--- config.mk ---
export PLATFORM = sky130hd
export DESIGN_NAME = uart_tx_scheduler
export DESIGN_NICKNAME = d
export VERILOG_FILES = /design/src/rtl/uart_tx_scheduler.sv
export SDC_FILE = /design/constraint.sdc
export NUM_CORES = 1
export LEC_CHECK = 0
export BUFFER_PORTS_ARGS = -buffer_cell sky130_fd_sc_hd__buf_2
export CAP_MARGIN = 5
export CORE_UTILIZATION = 50
export CTS_CLUSTER_SIZE = 12
export DETAILED_ROUTE_END_ITERATION = 7
export PLACE_DENSITY = 0.81
export REMOVE_ABC_BUFFERS = 1
export SLEW_MARGIN = 20
export SYNTH_ARGS = -nofsm -noshare
export SYNTH_HDL_FRONTEND = slang
export SYNTH_SLANG_ARGS = --single-unit
--- constraint.sdc ---
create_clock -name clk -period 2.4 [get_ports clk]
set_clock_uncertainty 0.05 [all_clocks]
set_input_delay 0.12 -clock clk [delete_from_list [all_inputs] [get_ports clk]]
set_output_delay 0.12 -clock clk [all_outputs]
set_load 0.05 [all_outputs]
--- src/rtl/uart_tx_scheduler.sv ---
// rtl/uart_tx_scheduler.sv - round-robin byte scheduler in front of a single UART transmitter
// Packet lock keeps multi-byte messages contiguous; baud code only changes between messages.
module uart_tx_scheduler #(
  parameter int NUM_REQ       = 4,
  parameter int GRANT_W       = 2,
  parameter int START_TIMEOUT = 16383
) (
  input  logic                   clk,
  input  logic                   reset,
  input  logic [NUM_REQ-1:0]     req_valid,
  input  logic [8*NUM_REQ-1:0]   req_data,
  input  logic [NUM_REQ-1:0]     req_last,
  output logic [NUM_REQ-1:0]     req_ready,
  input  logic [2:0]             cfg_baudset,
  output logic [7:0]             tx_data,
  output logic                   tx_transmit,
  output logic [2:0]             tx_baudset,
  input  logic                   tx_busy,
  output logic [GRANT_W-1:0]     grant_id,
  output logic                   lock_active,
  output logic                   sched_busy,
  output logic                   err_timeout
);

  localparam int CNT_W = $clog2(START_TIMEOUT + 1);

  typedef enum logic [1:0] {
    IDLE      = 2'd0,
    START     = 2'd1,
    WAIT_DONE = 2'd2
  } state_t;

  state_t             state_q;
  logic [7:0]         data_q;
  logic               transmit_q;
  logic [2:0]         baud_q;
  logic [GRANT_W-1:0] grant_q;
  logic [GRANT_W-1:0] rr_ptr_q;
  logic               lock_q;
  logic               err_q;
  logic [CNT_W-1:0]   cnt_q;

  logic               found_d;
  logic [GRANT_W-1:0] win_d;
  logic [GRANT_W-1:0] idx_d;
  logic               accept_d;
  logic               baud_ok_d;
  logic [7:0]         sel_data_d;
  logic               sel_last_d;

  // Descending scan so the port closest after rr_ptr is the last one written and wins.
  always_comb begin
    found_d = 1'b0;
    win_d   = grant_q;
    idx_d   = '0;
    if (lock_q) begin
      found_d = req_valid[grant_q];
    end else begin
      for (int k = NUM_REQ; k >= 1; k--) begin
        idx_d = GRANT_W'((int'(rr_ptr_q) + k) % NUM_REQ);
        if (req_valid[idx_d]) begin
          found_d = 1'b1;
          win_d   = idx_d;
        end
      end
    end
  end

  always_comb begin
    accept_d   = (state_q == IDLE) && !tx_busy && !reset && found_d;
    req_ready  = accept_d ? (NUM_REQ'(1) << win_d) : '0;
    sel_data_d = req_data[8*win_d +: 8];
    sel_last_d = req_last[win_d];
    baud_ok_d  = (cfg_baudset == 3'b001) || (cfg_baudset == 3'b010) ||
                 (cfg_baudset == 3'b100);
  end

  always_ff @(posedge clk) begin
    if (reset) begin
      state_q    <= IDLE;
      data_q     <= 8'h00;
      transmit_q <= 1'b0;
      baud_q     <= 3'b001;
      grant_q    <= '0;
      rr_ptr_q   <= GRANT_W'(NUM_REQ - 1);
      lock_q     <= 1'b0;
      err_q      <= 1'b0;
      cnt_q      <= '0;
    end else begin
      err_q <= 1'b0;
      case (state_q)
        IDLE: begin
          if (!lock_q && !tx_busy && baud_ok_d) begin
            baud_q <= cfg_baudset;
          end
          if (accept_d) begin
            data_q     <= sel_data_d;
            grant_q    <= win_d;
            rr_ptr_q   <= win_d;
            lock_q     <= !sel_last_d;
            transmit_q <= 1'b1;
            cnt_q      <= '0;
            state_q    <= START;
          end
        end
        START: begin
          if (tx_busy) begin
            transmit_q <= 1'b0;
            cnt_q      <= '0;
            state_q    <= WAIT_DONE;
          end else if (cnt_q == CNT_W'(START_TIMEOUT - 1)) begin
            // Transmitter never answered: drop the byte and the message with it.
            err_q      <= 1'b1;
            transmit_q <= 1'b0;
            lock_q     <= 1'b0;
            cnt_q      <= '0;
            state_q    <= IDLE;
          end else begin
            cnt_q <= cnt_q + 1'b1;
          end
        end
        WAIT_DONE: begin
          if (!tx_busy) begin
            state_q <= IDLE;
          end
        end
        default: state_q <= IDLE;
      endcase
    end
  end

  assign tx_data     = data_q;
  assign tx_transmit = transmit_q && !reset;
  assign tx_baudset  = baud_q;
  assign grant_id    = grant_q;
  assign lock_active = lock_q;
  assign sched_busy  = (state_q != IDLE);
  assign err_timeout = err_q;

endmodule

# ---- Yosys cells after proc, flatten, opt, wreduce, memory -nomap -nowiden
# Index checks and enable logic that the tools add are counted.
dict set report totals {
  memories 0
  latch_bits 0
  ram_bits 0
  romBits 0
  reg_bits 34
}
dict set report classes {
  bitwise_logic 1
  div 0
  mux 40
  reduce_logical 22
  addsub 5
  n_eq_ne 11
  multipliers 0
  shifts 2
  magnitude_cmp 6
}
# operator n
set ops {}
lappend ops {{two-way mux 14 bit} 3}
lappend ops {{variable part select 32 x 6 -> 8 bit} 1}
lappend ops {{one-hot mux 14 bit (2 select lines)} 1}
lappend ops {{less-than comparator 2 x 3 -> 1 bit (second input constant)} 6}
lappend ops {{two-way mux 2 bit} 9}
lappend ops {{two-way mux 1 bit} 17}
lappend ops {{adder 14 x 1 -> 14 bit (second input constant)} 1}
lappend ops {{== test 14 bit (second input constant)} 1}
lappend ops {{binary-select mux 1 bit (select 2 bit)} 6}
lappend ops {{inequality test 2 bit (second input constant)} 4}
lappend ops {{logical AND 1 bit} 6}
lappend ops {{one-hot mux 2 bit (3 select lines)} 1}
lappend ops {{AND reduction 2 bit} 3}
lappend ops {{AND reduction 3 bit} 2}
lappend ops {{adder 2 x 1 -> 2 bit (second input constant)} 2}
lappend ops {{adder 2 bit (second input constant)} 2}
lappend ops {{logical NOT 1 bit} 4}
lappend ops {{two-way mux 4 bit} 1}
lappend ops {{one-hot mux 1 bit (2 select lines)} 2}
lappend ops {{AND reduction 4 bit} 1}
lappend ops {{nonzero test 2 bit} 2}
lappend ops {{<< shifter 1 x 2 -> 4 bit (first input constant)} 1}
lappend ops {{== test 3 x 1 -> 1 bit (second input constant)} 1}
lappend ops {{== test 3 x 2 -> 1 bit (second input constant)} 1}
lappend ops {{8 further kinds} 9}

# ---- Logic depth before layout (Yosys ltp)
# Gate-level depths: netlist of the first run.
dict set report depth {
  word_depth 13
  depth_mapped 9
  depth_no_buf 7
}

# ---- Worst setup path after synthesis of the first run
# OpenSTA, ideal clock, no wires.
dict set report synth_path {
  path_type {register to output}
  from {reg lock_q (netlist: lock_active)}
  to {out req_ready[3]}
  slack_ps -306
  stages_incl_launch_ff 10
  required_ps 2230
  arrival_time_ps 2536
  n_path_buf 3
  path_cell_list {dfxtp_1 buf_2 nor3_1 nand3_1 o21ai_0 a311oi_1 buf_2 buf_6 nand2_1 nor2_1}
}
dict set report synth_via {
  elab_chain_len 3
  elab_cells_between_ends 5
  classes_between {shift (1); mux (3); reduce/logical (1)}
}
# element line
set synth_lines {}
lappend synth_lines {{start, declared} 39} ;# logic lock_q;
lappend synth_lines {{start signal, assigned} 100} ;# lock_q <= !sel_last_d;
lappend synth_lines {{two-way mux 2 bit / two-way mux 1 bit (equally long branches)} 56} ;# if (lock_q) begin
lappend synth_lines {{<< shifter 1 x 2 -> 4 bit / logical AND 1 bit (equally long branches)} {71, 70}}
lappend synth_lines {{two-way mux 4 bit (*)} 71} ;# req_ready = accept_d ? (NUM_REQ'(1) << win_d) : '0;
lappend synth_lines {{end, declared} 13} ;# output logic [NUM_REQ-1:0] req_ready,
# Every way passes the cells marked *; elsewhere a longest branch is shown, timed or not.

# ---- Final worst setup path of the first run
dict set report layout_path {
  from {reg rr_ptr_q[0]}
  to {out req_ready[2]}
}
dict set report layout_via {
  elab_chain_len 10
  elab_cells_between_ends 25
  classes_between {add/sub (4); shift (1); mux (19); reduce/logical (1)}
}
# element line
set layout_lines {}
lappend layout_lines {{start, declared} 38} ;# logic [GRANT_W-1:0] rr_ptr_q;
lappend layout_lines {{start signal, assigned} 85} ;# rr_ptr_q <= GRANT_W'(NUM_REQ - 1);
lappend layout_lines {{start signal, assigned} 99} ;# rr_ptr_q <= win_d;
lappend layout_lines {{adder 2 x 1 -> 2 bit} 60} ;# idx_d = GRANT_W'((int'(rr_ptr_q) + k) % NUM_REQ);
lappend layout_lines {{binary-select mux 1 bit (select 2 bit)} 61} ;# if (req_valid[idx_d]) begin
lappend layout_lines {{two-way mux 1 bit (implied by the code)} 61}
lappend layout_lines {{two-way mux 2 bit / two-way mux 1 bit (equally long branches) (4 in series)} 61}
lappend layout_lines {{two-way mux 2 bit / two-way mux 1 bit (equally long branches)} 56}
lappend layout_lines {{<< shifter 1 x 2 -> 4 bit / logical AND 1 bit (equally long branches)} {71, 70}}
lappend layout_lines {{two-way mux 4 bit (*)} 71}
# Every way passes the cells marked *; elsewhere a longest branch is shown, timed or not. The select of a mux whose other input is x is not followed.

==> results of run 1 <==
area by class of cell:
cell class,instances,area share [%]
tap,48,2.49
sequential,34,28.3
timing repair buffer,70,15.6
multi-input combinational,168,49.5
clock buffer,7,3.16
inverter,6,0.934
stage by stage:
stage	setup slack [ns]	utilization [%]	total power, uW
finish	0.0667	64.9	1790
global route	0.00349	64.9	1880
detailed placement	0.283	62.4	1400
CTS	0.0526	64.5	1790
global placement	0.320	62.4	1390
floorplan	-1.95	-	1200
worst min-delay path by stage:
stage / from / slack [ns] / cells after the start / endpoint
after floorplan: reset / 0.14 / 1 / grant_id[0]
after global placement: cfg_baudset[0] / 0.33 / 3 / tx_baudset[0]
after detailed placement: cfg_baudset[0] / 0.34 / 3 / tx_baudset[0]
after CTS: cfg_baudset[0] / 0.04 / 3 / tx_baudset[0]
after global routing: cfg_baudset[1] / 0.06 / 3 / tx_baudset[1]
final: cfg_baudset[0] / 0.05 / 3 / tx_baudset[0]
cell usage after synthesis, types with 2 or more instances:
master and n:
sky130_fd_sc_hd__nand3_1 6, sky130_fd_sc_hd__a211oi_1 3, sky130_fd_sc_hd__and4_1 2, sky130_fd_sc_hd__o211ai_1 5, sky130_fd_sc_hd__nor2_1 25, sky130_fd_sc_hd__o221ai_1 9, sky130_fd_sc_hd__xor2_1 10, sky130_fd_sc_hd__mux2i_1 21
sky130_fd_sc_hd__mux2_1 2, sky130_fd_sc_hd__ha_1 2, sky130_fd_sc_hd__clkbuf_1 4, sky130_fd_sc_hd__a311oi_1 2, sky130_fd_sc_hd__nor2b_1 3, sky130_fd_sc_hd__a21oi_1 12, sky130_fd_sc_hd__o2111ai_1 6, sky130_fd_sc_hd__inv_1 6
sky130_fd_sc_hd__nor3b_1 2, sky130_fd_sc_hd__nand3b_1 8, sky130_fd_sc_hd__nand2_1 13, sky130_fd_sc_hd__nand2b_1 6, sky130_fd_sc_hd__nand4_1 2, sky130_fd_sc_hd__xnor2_1 3, sky130_fd_sc_hd__o21ai_0 6, sky130_fd_sc_hd__and3_1 2
sky130_fd_sc_hd__buf_2 9, sky130_fd_sc_hd__dfxtp_1 34, sky130_fd_sc_hd__nor3_1 6
sequential cells by signal, indices dropped and copies added, names as in the netlist:
name,cells
state_q,2
grant_id,2
err_timeout,1
tx_baudset,3
transmit_q,1
cnt_q,14
rr_ptr_q,2
tx_data,8
lock_active,1
routing by layer:
metal / vias up / global-route usage (%) / share of wire [%]
li1: 949 / - / -
met1: 843 / 28.9 / 45
met2: 62 / 38.9 / 49
met3: 9 / 6.87 / 5.0
met4: 0 / 10.3 / 1.6
met5: - / 0 / 0
power groups by stage:
| stage | logic, uW | registers [uW] | clock network, uW |
|---|---|---|---|
| 5_1_grt | 755 | 700 | 427 |
| 2_1_floorplan | 342 | 858 | 0 |
| 3_3_place_gp | 697 | 695 | 0 |
| 3_5_place_dp | 706 | 698 | 0 |
| 6_report | 709 | 692 | 388 |
| 4_1_cts | 708 | 687 | 399 |
kinds of logic after synthesis:
family,after synthesis
fa+ha+maj,2
mux,23
xor+xnor,13
buf+inv,22
flops,34
compound gates,53
simple gates,77
cells in the final DEF, fill, tap and decap left out, drive strengths merged, types with 5 or more instances in the layout:
cell and instances:
nand2b 6, mux2i 21, nor2 25, nand3b 8, buf 69, nand2 13, o221ai 10, nand3 6
dfxtp 34, inv 6, o21ai 7, nor3 6, xor2 10, clkbuf 8, o211ai 5, o2111ai 6
a21oi 12
critical path: stages, from the launching register on:
cell and delay [ns]:
sky130_fd_sc_hd__dfxtp_2 0.44, sky130_fd_sc_hd__mux2i_1 0.28, sky130_fd_sc_hd__o21ai_0 0.17, sky130_fd_sc_hd__a311oi_4 0.40, sky130_fd_sc_hd__buf_12 0.21, sky130_fd_sc_hd__and3_1 0.16
sky130_fd_sc_hd__clkbuf_4 0.22
==> results, run 1 <==
- During I/O placement, the number of pins put on the boundary was 67.
- The share of layout cells above drive strength 1 is a little under a third.
- The critical path is of the register to primary output type.
- The die covers 4160 um^2.
- The fill cell instance count of the final layout is 324.
- In this run the tightest slew margin relative to its limit is approximately 54%.
- Entering global routing, the biggest net connects 26 pins.
- Setup violations remaining at the end of the flow were counted as 0.
- Sequential cells burn 38.7% of the power.
- The transition time of the tightest slew-check pin is 0.690 ns.
- The count of TritonRoute iterations in the first routing pass is 4.
- The data required time at the worst endpoint is 2.23 ns.
- Buffers added to address setup during post-CTS repair amount to 0.
- The count of warnings emitted by yosys is 0.
- The number of cells traversed by the worst register-to-register path is 5.
- The synthesized netlist devotes 20.8% of its cell area to compound gates.
- Counting flops and latches in the post-synthesis netlist gives 34.
- The analysis attributes to net switching a power of 705 uW.
- Of all nets on the critical path, the largest fanout is 17.
- The clock insertion delay at the later pin of the skew report is 0.29 ns.
- The total clock buffers created by CTS is 5.
- The final critical path takes up a little over nine tenths of the cycle.
- In this run the cell area measured after placement is around 2300 um^2.
- The kind of capture point of the worst setup path is a primary output.
- The most critical setup path has its endpoint at req_ready[2].
- The combinational power share is 39.6%.
- For this run, the total global-route usage over all layers was measured as 23.8%.
- Derived from the worst setup path, the maximum achievable clock frequency is about 430 MHz.
- The routed layout has about 1900 vias.
- Among all flip-flop cells after synthesis, the most frequent one is sky130_fd_sc_hd__dfxtp_1.
- The estimated wirelength of the detail-placed design is around 3400 um.
- Adding up every negative setup slack in the final design gives 0 ns.
- The internal reg-to-reg setup slack is between 0.3 and 0.4 ns.
- Relative to the synthesized area, the layout overhead comes to 23.6%.
- The congestion estimate from routability-driven global placement came to 0.929.
- The hold buffer count at cts is 0.
- The remaining global-route overflow is 0.
- In the synthesized netlist, the number of instances is 224.
- The count of buffers added on input and output ports is 66.
- The number of H-tree branching levels is 2.
- The share of flip-flops with an asynchronous set or reset is 0%.
- In this run switching power makes up 39.4% of total power.
- The die outline height is 64.5 um.
- The mux cell area share after synthesis is 11.9%.
- The static leakage is 0.00102 uW.
- The mapped netlist covers 1950 um^2.
- The endpoint identified for the worst register-to-register timing path is tx_data[4].
- The clock period minus worst slack is around 2.3 ns.
- The source of the critical timing path is rr_ptr_q[0].
- The number of placed instances with taps included is 326.
- The cell type with the largest total area after synthesis is sky130_fd_sc_hd__dfxtp_1.
- The area occupied by registers is 683 um^2.
- The buffer depth of the longest clock path is 2.
- The number of DRC violations after detailed routing is 0.
- In the final design database the tool counted 333 nets.
- After clock tree synthesis, the clock-pin slew on the worst setup and hold paths is 0.06 ns.
- The total area of multi-input combinational cells is 1190 um^2.
- The hold violation total from the final report is 0.
- By area, the combinational part of the netlist is dominated by compound AO/OA/AOI/OAI gates.
- The startpoint identified for the worst register-to-register timing path is rr_ptr_q[1].
- The number of rows in the core area is 22.
- The via density per instance is 5.59.
- The count of nets left with antenna violations once routing finished came out at 0.
- The finished cells cover 2410 um^2.
- The worst-case IR drop observed on VDD is between 400 and 500 uV.
- Ranked by total cell area, the synthesized netlist is headed by sky130_fd_sc_hd__dfxtp_1, sky130_fd_sc_hd__mux2i_1, sky130_fd_sc_hd__nor2_1.
- Summing the areas of all fa, ha and maj instances in the mapped netlist gives 1.28% of the synthesized area.
- The total area inside the core boundary comes to 3720 um^2.
- The number of global-route vias before repair was 1726.
- Summing the areas of all and, or, nand and nor instances in the mapped netlist gives 19.9% of the synthesized area.
- Final hold analysis gives a worst-case slack of 0.0481 ns.
- The tightest min-delay check is of the primary input to register type.
- Setup repair after global routing left no endpoint under its margin.
- The count of cells in the finished layout, fillers not included, comes to around 330.
- After detailed routing, the average wire length per cell comes to 14.0 um.
- Internal power comes to 1080 uW.
- The share of total power dissipated in the clock network is 21.7%.
- Clock tree synthesis found a total of 34 sinks.
- In this run the biggest area consumer among cell types represents 34.9% of the synthesized area.
- The sequential share of the synthesized area is 34.9%.
- 0 antenna diodes ended up in the layout.
- The synthesized design contains 0 enable-type register cells.
- Of the total synthesized cell area, the portion taken by XOR and XNOR cells is 5.83%.
- STA classifies the critical path startpoint as a register.
- The initial core utilization is 52.5%.
- The number of distinct library cells after synthesis is 42.
- The average cell area after synthesis is 8.71 um^2.
- The CTS tree is yes.
- The max capacitance violation total is 0.
- The run finished with clean final reports.
- The areal power density over the cells is 742 nW/um^2.
- The number of max-slew violations in the final report was 0.
- The first global-routing pass estimated 7710 um of wire.
- The detailed router's first-iteration violation count is 122.
- The die is 64.5 um wide.
- The arrival time at the worst endpoint is 2.16 ns.
- The wire length after detailed routing is 4670 um.
- The number of gates resized after CTS was 1.
- The initial antenna violation count was 0.
- The root buffer cell chosen for the clock tree is sky130_fd_sc_hd__clkbuf_8.
Power figures use the tool's default switching activity.
==> run 2, diff against run 1 <==
--- a/config.mk
+++ b/config.mk
@@ -7,10 +7,10 @@
 export LEC_CHECK = 0
 export BUFFER_PORTS_ARGS = -buffer_cell sky130_fd_sc_hd__buf_2
 export CAP_MARGIN = 5
-export CORE_UTILIZATION = 50
+export CORE_UTILIZATION = 45
 export CTS_CLUSTER_SIZE = 12
 export DETAILED_ROUTE_END_ITERATION = 7
-export PLACE_DENSITY = 0.81
+export PLACE_DENSITY = 0.77
 export REMOVE_ABC_BUFFERS = 1
 export SLEW_MARGIN = 20
 export SYNTH_ARGS = -nofsm -noshare
==> constraint.sdc (replaced) <==
create_clock -name clk -period 2.1 [get_ports clk]
set_clock_uncertainty 0.05 [all_clocks]
set_input_delay 0.105 -clock clk [delete_from_list [all_inputs] [get_ports clk]]
set_output_delay 0.105 -clock clk [all_outputs]
set_load 0.05 [all_outputs]
==> results, run 2 (synthesis gave the netlist of run 1 again) <==
- Once placement completed, the tool counted placed cells totaling 336.
- The detailed router's first-iteration violation count is about 120.
- The cell family with the largest share of critical-path delay is compound AO/OA/AOI/OAI gates.
- Summed over all cells, the static leakage comes to 0.00112 uW.
- Global routing used 22.3% of the available tracks.
- After the flow finishes, the layout carries non-filler instances totaling 347.
- The CTS tree is yes.
- The floorplan step defined a die boundary enclosing 4600 um^2.
- Power comes to around 2200 uW.
- The post-route clock period utilization is 98.2%.
- Power spread over the standard cell area amounts to approximately 850 nW/um^2.
- After floorplanning, the core was divided into 23 placement rows.
- The startpoint identified for the worst hold timing path is cfg_baudset[0].
- The smallest clock period supported by the final layout is computed as 2.06 ns.
- The worst setup path is launched from a register.
- The startpoint of the worst-slack reg-to-reg timing path is rr_ptr_q[0].
- The via density per instance is 5.51.
- The clock insertion delay at the later pin of the skew report is 0.28 ns.
- The kind of capture point of the worst setup path is a primary output.
- The routed layout has 1913 vias.
- Setup slack on the critical path of the routed design comes to 0.0382 ns.
- The cell chosen for the clock root is sky130_fd_sc_hd__clkbuf_8.
- Setup repair after global routing could not meet its margin everywhere.
- The tightest min-delay check is of the primary input to register type.
- Timing analysis after detailed placement gives a worst setup slack of between 0.02 and 0.03 ns.
- Counting flops per register, the top entry is cnt_q.
- The initial antenna violation count was 0.
- The number of DRC violations after detailed routing is 0.
- The floorplan step set the die width to 67.9 um.
- Pin placement for this block handled 67 I/O pins.
- In this run the tightest slew margin relative to its limit is between 70% and 80%.
- The flow ran to the end, and the final reports show no timing, DRC or antenna violations.
- The initial core utilization is 47.8%.
- The max capacitance violation total is 0.
- The number of max-slew violations in the final report is 0.
- For the pin with the worst max-slew slack, the measured transition is 0.374 ns.
- The start-to-end type of the worst setup path is register to primary output.
- The first TritonRoute pass finished after 4 iterations.
- The layout-stage area growth over the synthesis result is 34.7%.
- The maximum fanout along the worst path is 8.
- Detailed placement finished with a half-perimeter wire length of 3500 um.
- The arrival time at the worst endpoint is 1.91 ns.
- Clock-pin slew was measured on the worst setup and hold paths at 0.07 ns.
- Static timing analysis puts the maximum clock frequency at just under 500 MHz.
- The maximum single-stage delay on the critical path is approximately 0.46 ns.
- The highest ir drop seen on vdd is 363 uV.
- The repair_antennas step left the layout with diodes totalling 0.
- The number of H-tree branching levels is 2.
- Traced cell by cell, the critical path runs through mux2i_2 > o221ai_2 > a311o_2 > and3_1 > buf_6.
- The routed wire length per instance is between 10 and 15 um.
- The post-detailed-route count of antenna-violating nets is 0.
- The most critical setup path has its startpoint at rr_ptr_q[1].
- The first global-routing pass estimated 7700 um of wire.
- Cells with a size suffix above 1 make up 36.7% of the layout.
- The number of input and output port buffers inserted is 66.
- The final weighted congestion of routability-driven global placement is a little under 0.9.
- The layout has about 350 filler cells.
- The total clock buffers created by CTS is 5.
- The die outline height is 67.9 um.
- Clock tree synthesis found a total of 34 sinks.
- The count of final setup violators is 0.
- The number of buffers and inverters on the critical path is 1.
- The hold violation total from the final report is 0.
- At the worst endpoint, the required time is 1.95 ns.
- Entering global routing, the biggest net connects 26 pins.
- The register with the most flip-flops in the layout has 14 of them.
- The tightest hold margin is roughly 0.036 ns.
- In the layout the commonest cells are sky130_fd_sc_hd__buf_2, sky130_fd_sc_hd__dfxtp_1, sky130_fd_sc_hd__nor2_1.
- The largest individual stage delay along the critical path comes from the cell sky130_fd_sc_hd__a311o_2.
- The net count reported at finish is 346.
- The core outline area is 4090 um^2.
- The buffer depth of the longest clock path is 2.
- The remaining global-route overflow is 0.
- Leaving out fill and tap cells, the most frequent cell in the layout is sky130_fd_sc_hd__buf_2.
- The number of global-route vias before repair came to 1773.
- The routed design has 4950 um of wire.
run 2: cell types whose count changed in the layout (fill, tap and decap cells not counted), sizes merged:
cell / before / now
buf: 69 / 82
clkbuf: 8 / 7
run 2: cell type report:
type,count,area (um^2),area share (%)
Tap cell,50,62.6,2.38
Clock buffer,6,82.6,3.14
Timing Repair Buffer,83,520,19.8
Sequential cell,34,688,26.2
Multi-Input combinational cell,168,1250,47.6
Inverter,6,22.5,0.857
run 2: metrics by stage:
step           area [um^2]  setup TNS [ns]  utilization (%)
6_report              2630               0             64.3
3_3_place_gp          2380               0             58.3
3_5_place_dp          2380               0             58.3
4_1_cts               2510               0             61.4
5_1_grt               2630          -0.400             64.3
2_1_floorplan         1870          -25.16                -
run 2: timing repair:
action	in CTS	in global routing
setup buffers	1	3
resized for setup	12	19
gates cloned	0	1
pin swaps	2	9
hold buffers	0	0
setup endpoints to repair	5	17
run 2: tightest hold or removal path: stages:
cell and delay [ns]:
sky130_fd_sc_hd__buf_2 0.10, sky130_fd_sc_hd__mux2i_1 0.06, sky130_fd_sc_hd__nand2b_1 0.06
run 2: where the power goes:
part	switching, uW	internal (uW)
combinational	573	404
clock	213	252
sequential	62.1	719
run 2: worst paths after layout:
path                                 endpoint  slack, ns  cells past startpoint
worst max-delay path             req_ready[2]       0.04                      5
worst min-delay path            tx_baudset[0]       0.04                      3
worst min register to register  tx_baudset[1]       0.40                      2
worst max register to register     tx_data[6]       0.07                      9
run 2: metal layers:
metal	share of wire, %	global-route usage (%)
met1	43	25.9
met2	50	39.6
met3	5.8	5.50
met4	1.2	7.81
met5	0	0
==> run 3, diff against run 2 <==
--- a/config.mk
+++ b/config.mk
@@ -7,10 +7,10 @@
 export LEC_CHECK = 0
 export BUFFER_PORTS_ARGS = -buffer_cell sky130_fd_sc_hd__buf_2
 export CAP_MARGIN = 5
-export CORE_UTILIZATION = 45
+export CORE_UTILIZATION = 54
 export CTS_CLUSTER_SIZE = 12
 export DETAILED_ROUTE_END_ITERATION = 7
-export PLACE_DENSITY = 0.77
+export PLACE_DENSITY_LB_ADDON = 0.1
 export REMOVE_ABC_BUFFERS = 1
 export SLEW_MARGIN = 20
 export SYNTH_ARGS = -nofsm -noshare
==> constraint.sdc (replaced) <==
create_clock -name clk -period 2.5 [get_ports clk]
set_clock_uncertainty 0.05 [all_clocks]
set_input_delay 0.125 -clock clk [delete_from_list [all_inputs] [get_ports clk]]
set_output_delay 0.125 -clock clk [all_outputs]
set_load 0.05 [all_outputs]
==> results, run 3 (synthesis gave the netlist of run 1 again) <==
- The run finished with clean final reports.
- The core region is roughly 3400 um^2.
- The global-route wire length before repair is 7200 um.
- The detail route stage leaves a number of antenna-violating nets equal to 0.
- The kind of capture point of the worst setup path is a primary output.
- The die covers just under 4000 um^2.
- The cell chosen for the clock root is sky130_fd_sc_hd__clkbuf_4.
- The share of layout cells above drive strength 1 is 29.5%.
- The detailed-routed wire length on met3 is 254 um.
- The wire-length estimate of the detail-placed layout is 3180 um.
- The post-route clock period utilization is between 90% and 100%.
- The maximum fanout along the worst path is 10.
- The CTS tree is yes.
- The static leakage is 0.00102 uW.
- The met1 routed wirelength after detailed routing is just under 2000 um.
- After the flow finishes, the layout carries non-filler instances totaling ~330.
- The worst path in the final design needs a cycle of approximately 2.3 ns, including I/O delays and setup.
- The detailed router used layers up to and including met4.
- The via density per instance is 5.58.
- The net count reported at finish is approximately 340.
- The startpoint type of the worst setup path is a register.
- The critical path in this run is classified as register to primary output.
- In this design, the stage delay of the slowest critical-path cell is 0.54 ns.
- Before CTS, the worst setup slack after placement is 0.309 ns.
- The count of buffers added on input and output ports is 66.
- The arrival time at the worst endpoint is ~2.1 ns.
- The count of final setup violators is 0.
- More flip-flops sit in one register than any other, and that register is cnt_q.
- The area growth from synthesis to layout is 22.5%.
- Detailed routing placed a total of 2000 um of wire on met2.
- The number of max-slew violations in the final report came to 0.
- The highest ir drop seen on vdd is ~360 uV.
- Once the floorplan was initialized, standard cells occupied 57.6% of the core.
- After detailed placement, the design holds a cell count of between 300 and 400.
- The global-route usage over all layers is ~23%.
- Entering global routing, the biggest net connects 26 pins.
- The most frequent standard cell in the layout excluding fill and tap cells is sky130_fd_sc_hd__buf_2.
- In this run the vertical extent of the chip is 62.1 um.
- The buffers inserted during post-CTS setup optimization is 0.
- The tightest hold margin is 0.0100 ns.
- The hold violation total from the final report is 0.
- The number of buffers and inverters on the critical path is 1.
- The die is between 60 and 70 um wide.
- The total clock buffers created by CTS is 5.
- Routability-driven placement finished with a final weighted congestion of 0.865.
- For this design the ratio of total power to cell area is 684 nW/um^2.
- The clock reaches the later pin of the worst-skew pair after 0.33 ns.
- The initial antenna violation count came to 0.
- The count of TritonRoute iterations in the first routing pass is 4.
- The total power of the final layout is 1630 uW.
- The transition time of the tightest slew-check pin is between 0.7 and 0.8 ns.
- The worst pin sits at a relative slew slack of just over 50%.
- Wires add up to 4280 um.
- Timing would allow up to between 400 and 500 MHz.
- After global routing the overflow that remains totals 0.
- After clock tree synthesis, the clock-pin slew on the worst setup and hold paths is 0.10 ns.
- In the final routed layout, each cell accounts on average for 12.8 um.
- The max capacitance violation total is 0.
- The internal reg-to-reg setup slack is about 0.36 ns.
- The number of global-route vias before repair was approximately 1700.
- The cell family with the largest share of critical-path delay is flip-flops.
- The path class of the lowest-slack min-delay path is primary input to register.
- Data on the critical path is required at its endpoint by 2.33 ns.
- Summing over every cut layer, the via total after detailed routing is 1863.
- In this run, the number of DRC markers left after iteration 0 of detailed routing was 133.
- After detailed placement, the total cell area comes to 2300 um^2.
- The number of DRC violations after detailed routing is 0.
- The slowest stage cell on the critical path is sky130_fd_sc_hd__dfxtp_1.
- The register with the most flip-flops in the layout has 14 of them.
- The clock sink total is 34.
- The repair_antennas step left the layout with diodes totalling 0.
- The final worst slack is around 0.2 ns.
- Counting along the longest clock path gives a buffer depth of 2.
- Traced cell by cell, the critical path runs through nor3_1 > nand3_1 > o21ai_0 > a311oi_4 > nand2_1 > nor2_1 > buf_2.
- The H-tree generated during clock tree synthesis spans 2 levels.
- The finished cells cover 2390 um^2.
- The number of rows in the core area is 21.
- The I/O pin total is 67.
- Leaving out fill and tap cells, the most frequent cells in the layout are sky130_fd_sc_hd__buf_2, sky130_fd_sc_hd__dfxtp_1, sky130_fd_sc_hd__nor2_1.
## run 3: cell count changes in the layout (fill, tap and decap cells not counted), sizes merged
cell	before	now
dlygate4sd3	0	2
clkinv	0	1
buf	82	70
## run 3: worst paths after layout
kind              endpoint            from  cells past startpoint
min reg2reg  tx_baudset[1]   tx_baudset[1]                      2
max reg2reg     tx_data[1]     lock_active                      7
min          tx_baudset[2]  cfg_baudset[2]                      3
max           req_ready[3]     lock_active                      7
## run 3: cell type report
type                    count  area (um^2)
well taps                  46         57.6
fillers                   295          998
inverters                   6         22.5
clock buffers               7         55.1
repair buffers             72          380
multi-input cells         168         1190
flip-flops and latches     34          682
clock inverters             1         5.00
## run 3: routing by layer
metal  vias up  global-route usage [%]
li1        951                       -
met1       850                    27.6
met2        57                    39.1
met3         5                    7.17
met4         0                    6.69
met5         -                       0
## run 3: worst register-to-register path, cell delays in order, from the launching register on
cell and delay [ns]:
sky130_fd_sc_hd__dfxtp_1 0.54, sky130_fd_sc_hd__nor3_1 0.13, sky130_fd_sc_hd__nand3_1 0.09, sky130_fd_sc_hd__o21ai_0 0.14
sky130_fd_sc_hd__a311oi_4 0.35, sky130_fd_sc_hd__buf_4 0.34, sky130_fd_sc_hd__mux2i_1 0.26, sky130_fd_sc_hd__o221ai_1 0.12
## run 3: metrics by stage
stage / TNS [ns] / utilization [%]
after global placement: 0 / 68.0
after CTS: 0 / 70.4
after detailed placement: 0 / 68.0
final: 0 / 70.5
after global routing: -0.00546 / 70.5
after floorplan: -19.11 / -
## run 3: report_power, final
group	internal (uW)	total [uW]	leakage, uW	switching [uW]
Clock	136	315	0.0000353	179
Combinational	234	660	0.000710	426
Sequential	601	659	0.000277	58.1
## run 3: timing repair
action / CTS / global route
endpoints found under the setup margin: 0 / 3
resized for setup: 0 / 2
hold buffers: 2 / 0
hold endpoints to repair: 2 / 0
